**src/rtl/bus_arbiter.sv**
```systemverilog
// 65C02 bus arbiter: CPU/DMA ownership, wait states for slow peripheral windows, bounded DMA bursts.
// Optional stall-cycle counter enabled by defining BUS_ARB_PERF_EN.
module bus_arbiter #(
  parameter int unsigned WS_ACIA       = 1,
  parameter int unsigned WS_VIA        = 3,
  parameter int unsigned DMA_MAX_BURST = 16
) (
  input  logic        clk,
  input  logic        resb,
  input  logic [15:0] cpu_ab,
  input  logic        cpu_we,
  input  logic [7:0]  cpu_do,
  output logic        cpu_rdy,
  input  logic        dma_req,
  input  logic [15:0] dma_ab,
  input  logic        dma_we,
  input  logic [7:0]  dma_do,
  output logic        dma_gnt,
  output logic        dma_ack,
  output logic [15:0] bus_ab,
  output logic        bus_we,
  output logic [7:0]  bus_do,
  output logic [15:0] stall_cnt
);

  typedef enum logic [2:0] {
    ST_CPU_RUN  = 3'd0,
    ST_CPU_WAIT = 3'd1,
    ST_HANDOFF  = 3'd2,
    ST_DMA_RUN  = 3'd3,
    ST_DMA_WAIT = 3'd4,
    ST_RETURN   = 3'd5
  } state_t;

  localparam logic [2:0] WS_ACIA_L  = 3'(WS_ACIA);
  localparam logic [2:0] WS_VIA_L   = 3'(WS_VIA);
  localparam logic [7:0] BURST_LAST = 8'(DMA_MAX_BURST - 1);

  // Wait states for an address; zero means the access completes in one cycle.
  function automatic logic [2:0] ws_lookup(input logic [15:0] addr);
    logic [2:0] ws;
    ws = 3'd0;
    if (addr[15:4] == 12'h800) begin
      ws = WS_ACIA_L;
    end else if (addr[15:4] == 12'h880) begin
      ws = WS_VIA_L;
    end else begin
      ws = 3'd0;
    end
    return ws;
  endfunction

  state_t      state_r;
  state_t      state_s;
  logic [2:0]  wait_cnt_r;
  logic [2:0]  wait_cnt_s;
  logic [7:0]  burst_cnt_r;
  logic [7:0]  burst_cnt_s;
  logic        dma_gnt_r;
  logic        skip_req_r;
  logic        rdy_fsm_s;
  logic        ack_fsm_s;
  logic        cpu_rdy_s;
  logic        dma_ack_s;
  logic [15:0] bus_ab_s;
  logic        bus_we_s;
  logic [7:0]  bus_do_s;
  logic [2:0]  ws_s;
  logic        slow_hit_s;
  logic        dma_stop_s;
  logic [7:0]  burst_inc_s;

  // Bus owner mux; turnaround states suppress writes.
  always_comb begin
    bus_ab_s = cpu_ab;
    bus_we_s = cpu_we;
    bus_do_s = cpu_do;
    case (state_r)
      ST_CPU_RUN, ST_CPU_WAIT: begin
        bus_ab_s = cpu_ab;
        bus_we_s = cpu_we;
        bus_do_s = cpu_do;
      end
      ST_HANDOFF: begin
        bus_ab_s = cpu_ab;
        bus_we_s = 1'b0;
        bus_do_s = cpu_do;
      end
      ST_DMA_RUN, ST_DMA_WAIT: begin
        bus_ab_s = dma_ab;
        bus_we_s = dma_we;
        bus_do_s = dma_do;
      end
      ST_RETURN: begin
        bus_ab_s = dma_ab;
        bus_we_s = 1'b0;
        bus_do_s = dma_do;
      end
      default: begin
        bus_ab_s = cpu_ab;
        bus_we_s = cpu_we;
        bus_do_s = cpu_do;
      end
    endcase
  end

  // Access classification and burst bookkeeping helpers.
  always_comb begin
    ws_s        = ws_lookup(bus_ab_s);
    slow_hit_s  = (ws_s != 3'd0);
    dma_stop_s  = (!dma_req) || (burst_cnt_r >= BURST_LAST);
    burst_inc_s = (burst_cnt_r == 8'hFF) ? burst_cnt_r : (burst_cnt_r + 8'd1);
  end

  // Next-state, counters, RDY and DMA acknowledge.
  always_comb begin
    state_s     = state_r;
    wait_cnt_s  = wait_cnt_r;
    burst_cnt_s = burst_cnt_r;
    rdy_fsm_s   = 1'b0;
    ack_fsm_s   = 1'b0;
    case (state_r)
      ST_CPU_RUN: begin
        if (slow_hit_s) begin
          wait_cnt_s = ws_s - 3'd1;
          state_s    = ST_CPU_WAIT;
        end else if (dma_req && !skip_req_r) begin
          state_s = ST_HANDOFF;
        end else begin
          rdy_fsm_s = 1'b1;
        end
      end
      ST_CPU_WAIT: begin
        if (wait_cnt_r != 3'd0) begin
          wait_cnt_s = wait_cnt_r - 3'd1;
        end else begin
          rdy_fsm_s = 1'b1;
          state_s   = ST_CPU_RUN;
        end
      end
      ST_HANDOFF: begin
        burst_cnt_s = 8'd0;
        state_s     = ST_DMA_RUN;
      end
      ST_DMA_RUN: begin
        burst_cnt_s = burst_inc_s;
        if (slow_hit_s) begin
          wait_cnt_s = ws_s - 3'd1;
          state_s    = ST_DMA_WAIT;
        end else begin
          ack_fsm_s = 1'b1;
          state_s   = dma_stop_s ? ST_RETURN : ST_DMA_RUN;
        end
      end
      ST_DMA_WAIT: begin
        burst_cnt_s = burst_inc_s;
        if (wait_cnt_r != 3'd0) begin
          wait_cnt_s = wait_cnt_r - 3'd1;
        end else begin
          ack_fsm_s = 1'b1;
          state_s   = dma_stop_s ? ST_RETURN : ST_DMA_RUN;
        end
      end
      ST_RETURN: begin
        state_s = ST_CPU_RUN;
      end
      default: begin
        state_s = ST_CPU_RUN;
      end
    endcase
  end

  // While reset is held the CPU is released and no DMA access is acknowledged.
  always_comb begin
    if (resb) begin
      cpu_rdy_s = rdy_fsm_s;
      dma_ack_s = ack_fsm_s;
    end else begin
      cpu_rdy_s = 1'b1;
      dma_ack_s = 1'b0;
    end
  end

  // State, counters, grant and the one-cycle post-burst request mask.
  always_ff @(posedge clk or negedge resb) begin
    if (!resb) begin
      state_r     <= ST_CPU_RUN;
      wait_cnt_r  <= 3'd0;
      burst_cnt_r <= 8'd0;
      dma_gnt_r   <= 1'b0;
      skip_req_r  <= 1'b0;
    end else begin
      state_r     <= state_s;
      wait_cnt_r  <= wait_cnt_s;
      burst_cnt_r <= burst_cnt_s;
      dma_gnt_r   <= (state_s == ST_DMA_RUN) || (state_s == ST_DMA_WAIT);
      skip_req_r  <= (state_r == ST_RETURN);
    end
  end

`ifdef BUS_ARB_PERF_EN
  logic [15:0] stall_cnt_r;

  // Saturating count of cycles the CPU is held off the bus.
  always_ff @(posedge clk or negedge resb) begin
    if (!resb) begin
      stall_cnt_r <= 16'h0000;
    end else if (!cpu_rdy_s && (stall_cnt_r != 16'hFFFF)) begin
      stall_cnt_r <= stall_cnt_r + 16'h0001;
    end else begin
      stall_cnt_r <= stall_cnt_r;
    end
  end

  assign stall_cnt = stall_cnt_r;
`else
  assign stall_cnt = 16'h0000;
`endif

  assign cpu_rdy = cpu_rdy_s;
  assign dma_ack = dma_ack_s;
  assign dma_gnt = dma_gnt_r;
  assign bus_ab  = bus_ab_s;
  assign bus_we  = bus_we_s;
  assign bus_do  = bus_do_s;

endmodule

```
**config.mk**
```make
export PLATFORM = sky130hd
export DESIGN_NAME = bus_arbiter
export DESIGN_NICKNAME = d
export VERILOG_FILES = /design/src/rtl/bus_arbiter.sv
export SDC_FILE = /design/constraint.sdc
export NUM_CORES = 1
export LEC_CHECK = 0
export CORE_UTILIZATION = 25
export CTS_BUF_LIST = sky130_fd_sc_hd__clkbuf_2
export CTS_CLUSTER_DIAMETER = 60
export DETAILED_ROUTE_END_ITERATION = 8
export HOLD_SLACK_MARGIN = 0.08
export PLACE_DENSITY_LB_ADDON = 0.25
export SETUP_SLACK_MARGIN = 0.05
export SYNTH_ARGS = -nofsm -noshare
export SYNTH_HDL_FRONTEND = slang
export SYNTH_SLANG_ARGS = --single-unit
```
**constraint.sdc**
```tcl
create_clock -name clk -period 8 [get_ports clk]
set_input_delay 1.6 -clock clk [delete_from_list [all_inputs] [get_ports clk]]
set_output_delay 1.6 -clock clk [all_outputs]
set_load 0.05 [all_outputs]
```
==> results of run 1 <==
## worst max-delay path: stages
cell,delay [ns]
clkdlybuf4s50_1,0.43
nor4_1,0.34
nand4b_1,0.14
mux2_2,0.34
nor2_1,0.34
o21ai_0,0.16
clkdlybuf4s50_1,0.72
## cell type report
type,count,area share [%]
well taps,72,3.88
inverters,2,0.323
repair buffers,82,35.1
flip-flops and latches,16,17.3
multi-input cells,143,42.7
clock buffers,3,0.647
## cell usage in the layout, fill, tap and decap left out, types with 2 or more instances in the layout
master           Yosys  routed
o21ai_0              3       3
nor2_1              11      11
a21oi_1             10      10
nor2b_1              6       6
mux2_2              25      25
inv_1                2       2
nand2_1             10      10
and2_1               2       2
buf_4               17       2
dfrtp_1             16      16
ha_1                 2       2
or4_1                2       2
clkdlybuf4s50_1      0      80
a31oi_1              2       2
clkbuf_2             0       3
nor4_1               5       5
conb_1               1      16
nand2b_1             3       3
nor3_1               4       4
xor2_1               6       6
o32ai_1              2       2
nand4_1              3       3
nand3_1              6       6
and3_1               4       4
nand4b_1             2       2
## how the worst max path moves through the flow
stage,from,to,slack [ns],depth (start not counted)
2_1_floorplan,cpu_ab[10],cpu_rdy,3.13,5
3_3_place_gp,cpu_ab[9],cpu_rdy,2.34,7
3_5_place_dp,cpu_ab[9],cpu_rdy,2.33,7
4_1_cts,cpu_ab[9],cpu_rdy,2.32,7
5_1_grt,cpu_ab[9],dma_ack,2.17,7
6_report,cpu_ab[9],dma_ack,2.35,7
## flip-flops by register name, indices dropped and copies added, names as in the netlist
register     cells
state_r          3
dma_gnt          1
skip_req_r       1
burst_cnt_r      8
wait_cnt_r       3
## Yosys cell counts, types with 2 or more instances
| cell | n | area share [%] |
|---|---|---|
| mux2_2 | 25 | 19 |
| buf_4 | 17 | 8.4 |
| dfrtp_1 | 16 | 26 |
| nor2_1 | 11 | 2.7 |
| a21oi_1 | 10 | 3.3 |
| nand2_1 | 10 | 2.5 |
| nand3_1 | 6 | 2.0 |
| nor2b_1 | 6 | 2.5 |
| xor2_1 | 6 | 3.5 |
| nor4_1 | 5 | 2.1 |
| and3_1 | 4 | 1.7 |
| clkbuf_1 | 4 | 0.99 |
| nor3_1 | 4 | 1.3 |
| nand2b_1 | 3 | 1.2 |
| nand4_1 | 3 | 1.2 |
| o21ai_0 | 3 | 0.99 |
| a31oi_1 | 2 | 0.83 |
| and2_1 | 2 | 0.83 |
| buf_2 | 2 | 0.66 |
| ha_1 | 2 | 1.7 |
| inv_1 | 2 | 0.50 |
| nand4b_1 | 2 | 1.2 |
| o32ai_1 | 2 | 1.2 |
| or4_1 | 2 | 0.99 |
## power by group
group          leakage (nW)  total [mW]  internal (mW)  switching [mW]
clock network        0.0125      0.0375         0.0102          0.0273
registers             0.210       0.159          0.106          0.0527
logic                 0.708       0.673          0.272           0.401
total                 0.930       0.870          0.389           0.481
## per-stage QoR
| stage | cell area (µm²) | hold slack (ns) | std cells | power, mW |
|---|---|---|---|---|
| finish | 2320 | 0.562 | 318 | 0.870 |
| global route | 2320 | 0.594 | 318 | 0.928 |
| CTS | 2320 | 0.557 | 318 | 0.874 |
| detailed placement | 2310 | 0.521 | 315 | 0.834 |
| global placement | 2310 | 0.528 | 315 | 0.836 |
| floorplan | 1570 | 0.493 | 186 | 0.663 |
## layer usage
metal | track usage (%) | routed length [µm] | vias up
met5 | 0 | 0 | -
met4 | 4.11 | 47 | 0
met3 | 3.31 | 261 | 4
met2 | 25.0 | 2170 | 52
met1 | 16.3 | 1730 | 709
li1 | - | - | 751
## kinds of logic after synthesis
| family | Yosys count |
|---|---|
| mux | 26 |
| other cells | 1 |
| flops | 16 |
| xor+xnor | 6 |
| compound gates | 30 |
| fa+ha+maj | 2 |
| buf+inv | 27 |
| simple gates | 63 |
==> out/results.txt, run 1 <==
Origin of the critical flop-to-flop path: state_r[0]
Io pins: 97
Initial antenna violation count: 0
Syn. warnings: 0
Largest family of logic cells by synthesized area: simple AND/OR/NAND/NOR gates
Buffers on Ports: 80
Total global-route track usage: 14.0%
Sequential area share after synthesis: 26.5%
Post-synthesis mux area share: 19.6%
Place WS: 2.33 ns
Reg2reg end: wait_cnt_r[2]
Layout Skew: 0.00938 ns
Pwr Density: 375 mW/mm²
Hold Crit Endpoint: burst_cnt_r[4]
Tmin final: 5.65 ns
Hold_sp: burst_cnt_r[4]
Avg Cell Area, Syn: 8.84 µm²
Routed WL: 4.21 mm
Core area: 0.00568 mm²
Clock buffer depth: 2
Worst reg2reg path depth: 9
Width of the die: 79.8 µm
Fill cell count: 572
GPL Wtd Cong: 0.834
Setup ws final: 2.35 ns
Final number of hold-violating endpoints: 0
DRT iter0 DRCs: 73
DR DRC count: 0
Maxcap violations: 0
Post-synthesis adder-cell area fraction: 1.66%
CTS Sinks: 16
First-pass GRT wire length: 7.05 mm
Post-synth EDFFs: 0
Unrepaired setup endpoints after global routing: no
Initial core utilization: 26.6%
Die Ht: 79.8 µm
Post-CTS sizing: 0
Post-layout net count: 303
Post-Route Utilization: 40.9%
Worst Setup Start Kind: input pin
Crit. End Element: primary output
Post-CTS setup buffer count: 0
Residual overflow from global routing: 0
Async SR Flop Fraction: 100%
Multi-input logic area: 992 µm²
P&R area growth vs syn: 53.6%
Root buf cell: clkbuf_2
Vias: 1516
Synth cell types: 46
Post-DP HPWL: 3.35 mm
Slew margin rel.: 47.6%
Primary FF master, synth: dfrtp_1
Post-synthesis register bit count: 16
Setup violations, final: 0
CP arrival: 4.05 ns
Register area: 400 µm²
Critical path type: input pin to primary output
Worst hold path depth: 1
Status: finished, final reports clean
CTS H-Tree Depth: 1
Worst-path clk slew: 0.16 ns
CTS tree: yes
Synth Area in Compound Gates: 14.3%
Critical path peak fanout: 7
Diodes inserted: 0
Full die area: 0.00636 mm²
Clk_lat worst skew: 0.30 ns
Peak supply drop: 0.188 mV
Mapped Area: 0.00151 mm²
Post-Synthesis Cells: 171
First-pass DRT Iterations: 4
Max Freq: 0.177 GHz
Vias in the first global route: 1538
Setup slack, reg-to-reg: 4.63 ns
Remaining antenna violation count: 0
Pleak: 0.930 nW
Pin count of the biggest net entering global routing: 26
Hold buffers post-CTS: 0
Worst slew pin tran: 0.787 ns
Share of layout cells above drive strength 1: 13.8%
Xor/xnor share of the synthesized area: 3.48%
Final Max Slew Viols: 0
Cts bufs inserted: 3
WL/cell: 13.2 µm
Setup_tns: 0 ns
Core Rows: 27
Critical Path RT: 6.40 ns
Synth Area in Simple Gates: 22.6%
Vias/cell: 4.77
Final cycle utilization of the critical path: 70.7%
Hold Path Class: register to register
(Power assumes the default switching activity.)
==> run 2: changes to the inputs <==
Clock period 8 ns to 4.86 ns, I/O delays scaled along.
==> run 2 against run 1 <==
Sequential share of layout area fell by 0.14 points. Design area rose by 0.81%. Global-route usage down 0.14 points. Critical path depth is 1 lower. Total power rose by 65%. Clock skew decreased by 0.0051 ns. Via count stayed put. First-iteration DRC count did not move. Clock-buffer cell count unchanged. Wire length rose by 1.9%. Highest routed layer unchanged. Non-clock buffer count is 2 higher.
==> out/results.txt, run 2 (synthesized netlist as in run 1, its figures left out) <==
Core area: 0.00568 mm² (unchanged)
Crit. End Element: primary output (unchanged)
Origin of the critical flop-to-flop path: state_r[0] (unchanged)
Core Rows: 27 (unchanged)
Post-CTS sizing: 0 (unchanged)
DRT iter0 DRCs: 73 (unchanged)
Max Freq: 0.235 GHz
Residual overflow from global routing: 0 (unchanged)
Hold buffers post-CTS: 0 (unchanged)
Critical path peak fanout: 19 (was 7)
Pwr Total: 1.44 mW (was 870 µW)
GPL Wtd Cong: 0.777 (was 0.834)
Post-DP HPWL: 3.40 mm (was 3.35 mm)
Hold Path Class: register to register (unchanged)
Worst reg2reg path depth: 9 (unchanged)
CP peak stage delay: 0.85 ns (was 0.72 ns)
Fill cell count: 571 (was 572)
Biggest regs: burst_cnt_r x8, state_r x3, wait_cnt_r x3 (unchanged)
Remaining antenna violation count: 0 (unchanged)
Hold_sp: burst_cnt_r[4] (unchanged)
Routed WL: 4.29 mm (was 4.21 mm)
Setup slack, reg-to-reg: 1.44 ns (was 4.63 ns)
Worst hold path depth: 1 (unchanged)
Hold Crit Endpoint: burst_cnt_r[4] (unchanged)
Top reg by flops: burst_cnt_r (unchanged)
Worst-path clk slew: 0.17 ns (was 0.16 ns)
First-pass GRT wire length: 6.77 mm (was 7.05 mm)
First-pass DRT Iterations: 4 (unchanged)
DR DRC count: 0 (unchanged)
CTS Sinks: 16 (unchanged)
Clk_lat worst skew: 0.30 ns (about the same)
Tmin final: 4.26 ns
Worst Path Buf+Inv: 1 (was 2)
Die Ht: 79.8 µm (unchanged)
Final number of hold-violating endpoints: 0 (unchanged)
Vias in the first global route: 1459 (was 1538)
Total global-route track usage: 13.8% (was 14.0%)
Worst slew pin tran: 0.799 ns (was 0.787 ns)
Commonest cells after routing, fill and taps aside: clkdlybuf4s50_1 (80), mux2_2 (25), conb_1 (16), dfrtp_1 (16), nor2_1 (11) (unchanged)
Worst Setup Start Kind: register (was input pin)
Setup violations, final: 0 (unchanged)
Initial antenna violation count: 0 (unchanged)
Post-CTS setup buffer count: 0 (unchanged)
Family with the most delay on the worst path: compound AO/OA/AOI/OAI gates (was buffers and inverters)
Cts bufs inserted: 3 (unchanged)
Buffers on Ports: 80 (unchanged)
Unrepaired setup endpoints after global routing: no (unchanged)
Status: finished, final reports clean (unchanged)
Initial core utilization: 26.6% (unchanged)
Clock buffer depth: 2 (unchanged)
Diodes inserted: 0 (unchanged)
CP arrival: 3.28 ns (was 4.05 ns)
Max reg flops: 8 (unchanged)
Width of the die: 79.8 µm (unchanged)
Pleak: 0.942 nW (was 0.930 nW)
CTS H-Tree Depth: 1 (unchanged)
WL/cell: 13.4 µm (was 13.2 µm)
Post-layout net count: 305 (was 303)
Critical Path RT: 3.89 ns (was 6.40 ns)
Crit-path cells: a21oi_4 > a21oi_2 > mux2_2 > nor2_1 > o311ai_1 > clkdlybuf4s50_1 (was clkdlybuf4s50_1 > nor4_1 > nand4b_1 > mux2_2 > nor2_1 > o21ai_0 > clkdlybuf4s50_1)
Commonest non-fill, non-tap cell in the layout: clkdlybuf4s50_1 (unchanged)
Setup_tns: 0 ns (unchanged)
Vias: 1516 (unchanged)
Share of layout cells above drive strength 1: 14.5% (was 13.8%)
Io pins: 97 (unchanged)
Maxcap violations: 0 (unchanged)
P&R area growth vs syn: 54.8% (was 53.6%)
Full die area: 0.00636 mm² (unchanged)
Critical path type: register to primary output (was input pin to primary output)
Layout Skew: 0.00427 ns (was 0.00938 ns)
Vias/cell: 4.72 (was 4.77)
Critical-path top delay cell: clkdlybuf4s50_1 (unchanged)
Root buf cell: clkbuf_2 (unchanged)
Pwr Density: 615 mW/mm² (was 375 mW/mm²)
Peak supply drop: 0.300 mV (was 0.188 mV)
Pin count of the biggest net entering global routing: 20 (was 26)
CTS tree: yes (unchanged)
Reg2reg end: wait_cnt_r[2] (unchanged)
Final Max Slew Viols: 0 (unchanged)
Final cycle utilization of the critical path: 87.6%
Slew margin rel.: 46.8% (was 47.6%)
-- run 2: worst max-delay path by stage --
stage,from,end,slack [ns],cells past startpoint
after global routing,state_r[0],cpu_rdy,0.39,6
after detailed placement,cpu_ab[8],cpu_rdy,0.64,7
after CTS,state_r[0],cpu_rdy,0.57,6
after global placement,cpu_ab[9],cpu_rdy,0.66,7
final,state_r[0],cpu_rdy,0.60,6
after floorplan,cpu_ab[10],cpu_rdy,1.24,5
-- run 2: cell type report --
type | instances | area (µm²) | share of cell area, %
inverter | 2 | 7.51 | 0.321
timing repair buffer | 84 | 831 | 35.5
tap | 72 | 90.1 | 3.85
sequential | 16 | 400 | 17.1
clock buffer | 3 | 15.0 | 0.642
multi-input combinational | 143 | 992 | 42.4
clock inverter | 1 | 3.75 | 0.160
-- run 2: worst reg2reg max path: stages (launching register included) --
cell     delay [ns]
dfrtp_1        0.76
a21oi_4        0.12
a21oi_2        0.52
mux2_2         0.47
nor2_1         0.20
buf_4          0.18
a31oi_1        0.08
ha_1           0.22
or4_1          0.53
a32o_1         0.25
-- run 2: where the power goes --
part           leakage, nW  total, mW  internal, mW  switching [mW]
Clock               0.0140     0.0646        0.0179          0.0467
Combinational        0.719       1.12         0.449           0.667
Sequential           0.210      0.259         0.175          0.0840
-- run 2: layer usage --
layer	wire, µm	vias up	global-route usage, %	part of all wire (%)
met5	0	-	0	0
met4	118	0	4.82	2.8
met3	291	10	4.46	6.8
met2	2060	52	23.4	48
met1	1810	696	16.3	42
li1	-	758	-	-
-- run 2: metrics by stage --
step / worst slack, ns / hold slack, ns / std cells / area [µm²] / utilization [%]
after global placement: 0.658 / 0.532 / 317 / 2320 / 40.9
after detailed placement: 0.638 / 0.535 / 317 / 2320 / 40.9
after floorplan: 1.24 / 0.493 / 186 / 1570 / -
after CTS: 0.568 / 0.557 / 321 / 2340 / 41.2
final: 0.605 / 0.565 / 321 / 2340 / 41.2
after global routing: 0.386 / 0.599 / 321 / 2340 / 41.2
==> run 3: changes to the inputs <==
Settings changed: CAP_MARGIN set to 20, SLEW_MARGIN set to 10.
==> results of run 3 <==
Same layout as run 2: the final DEF is identical, and so are final timing and power.
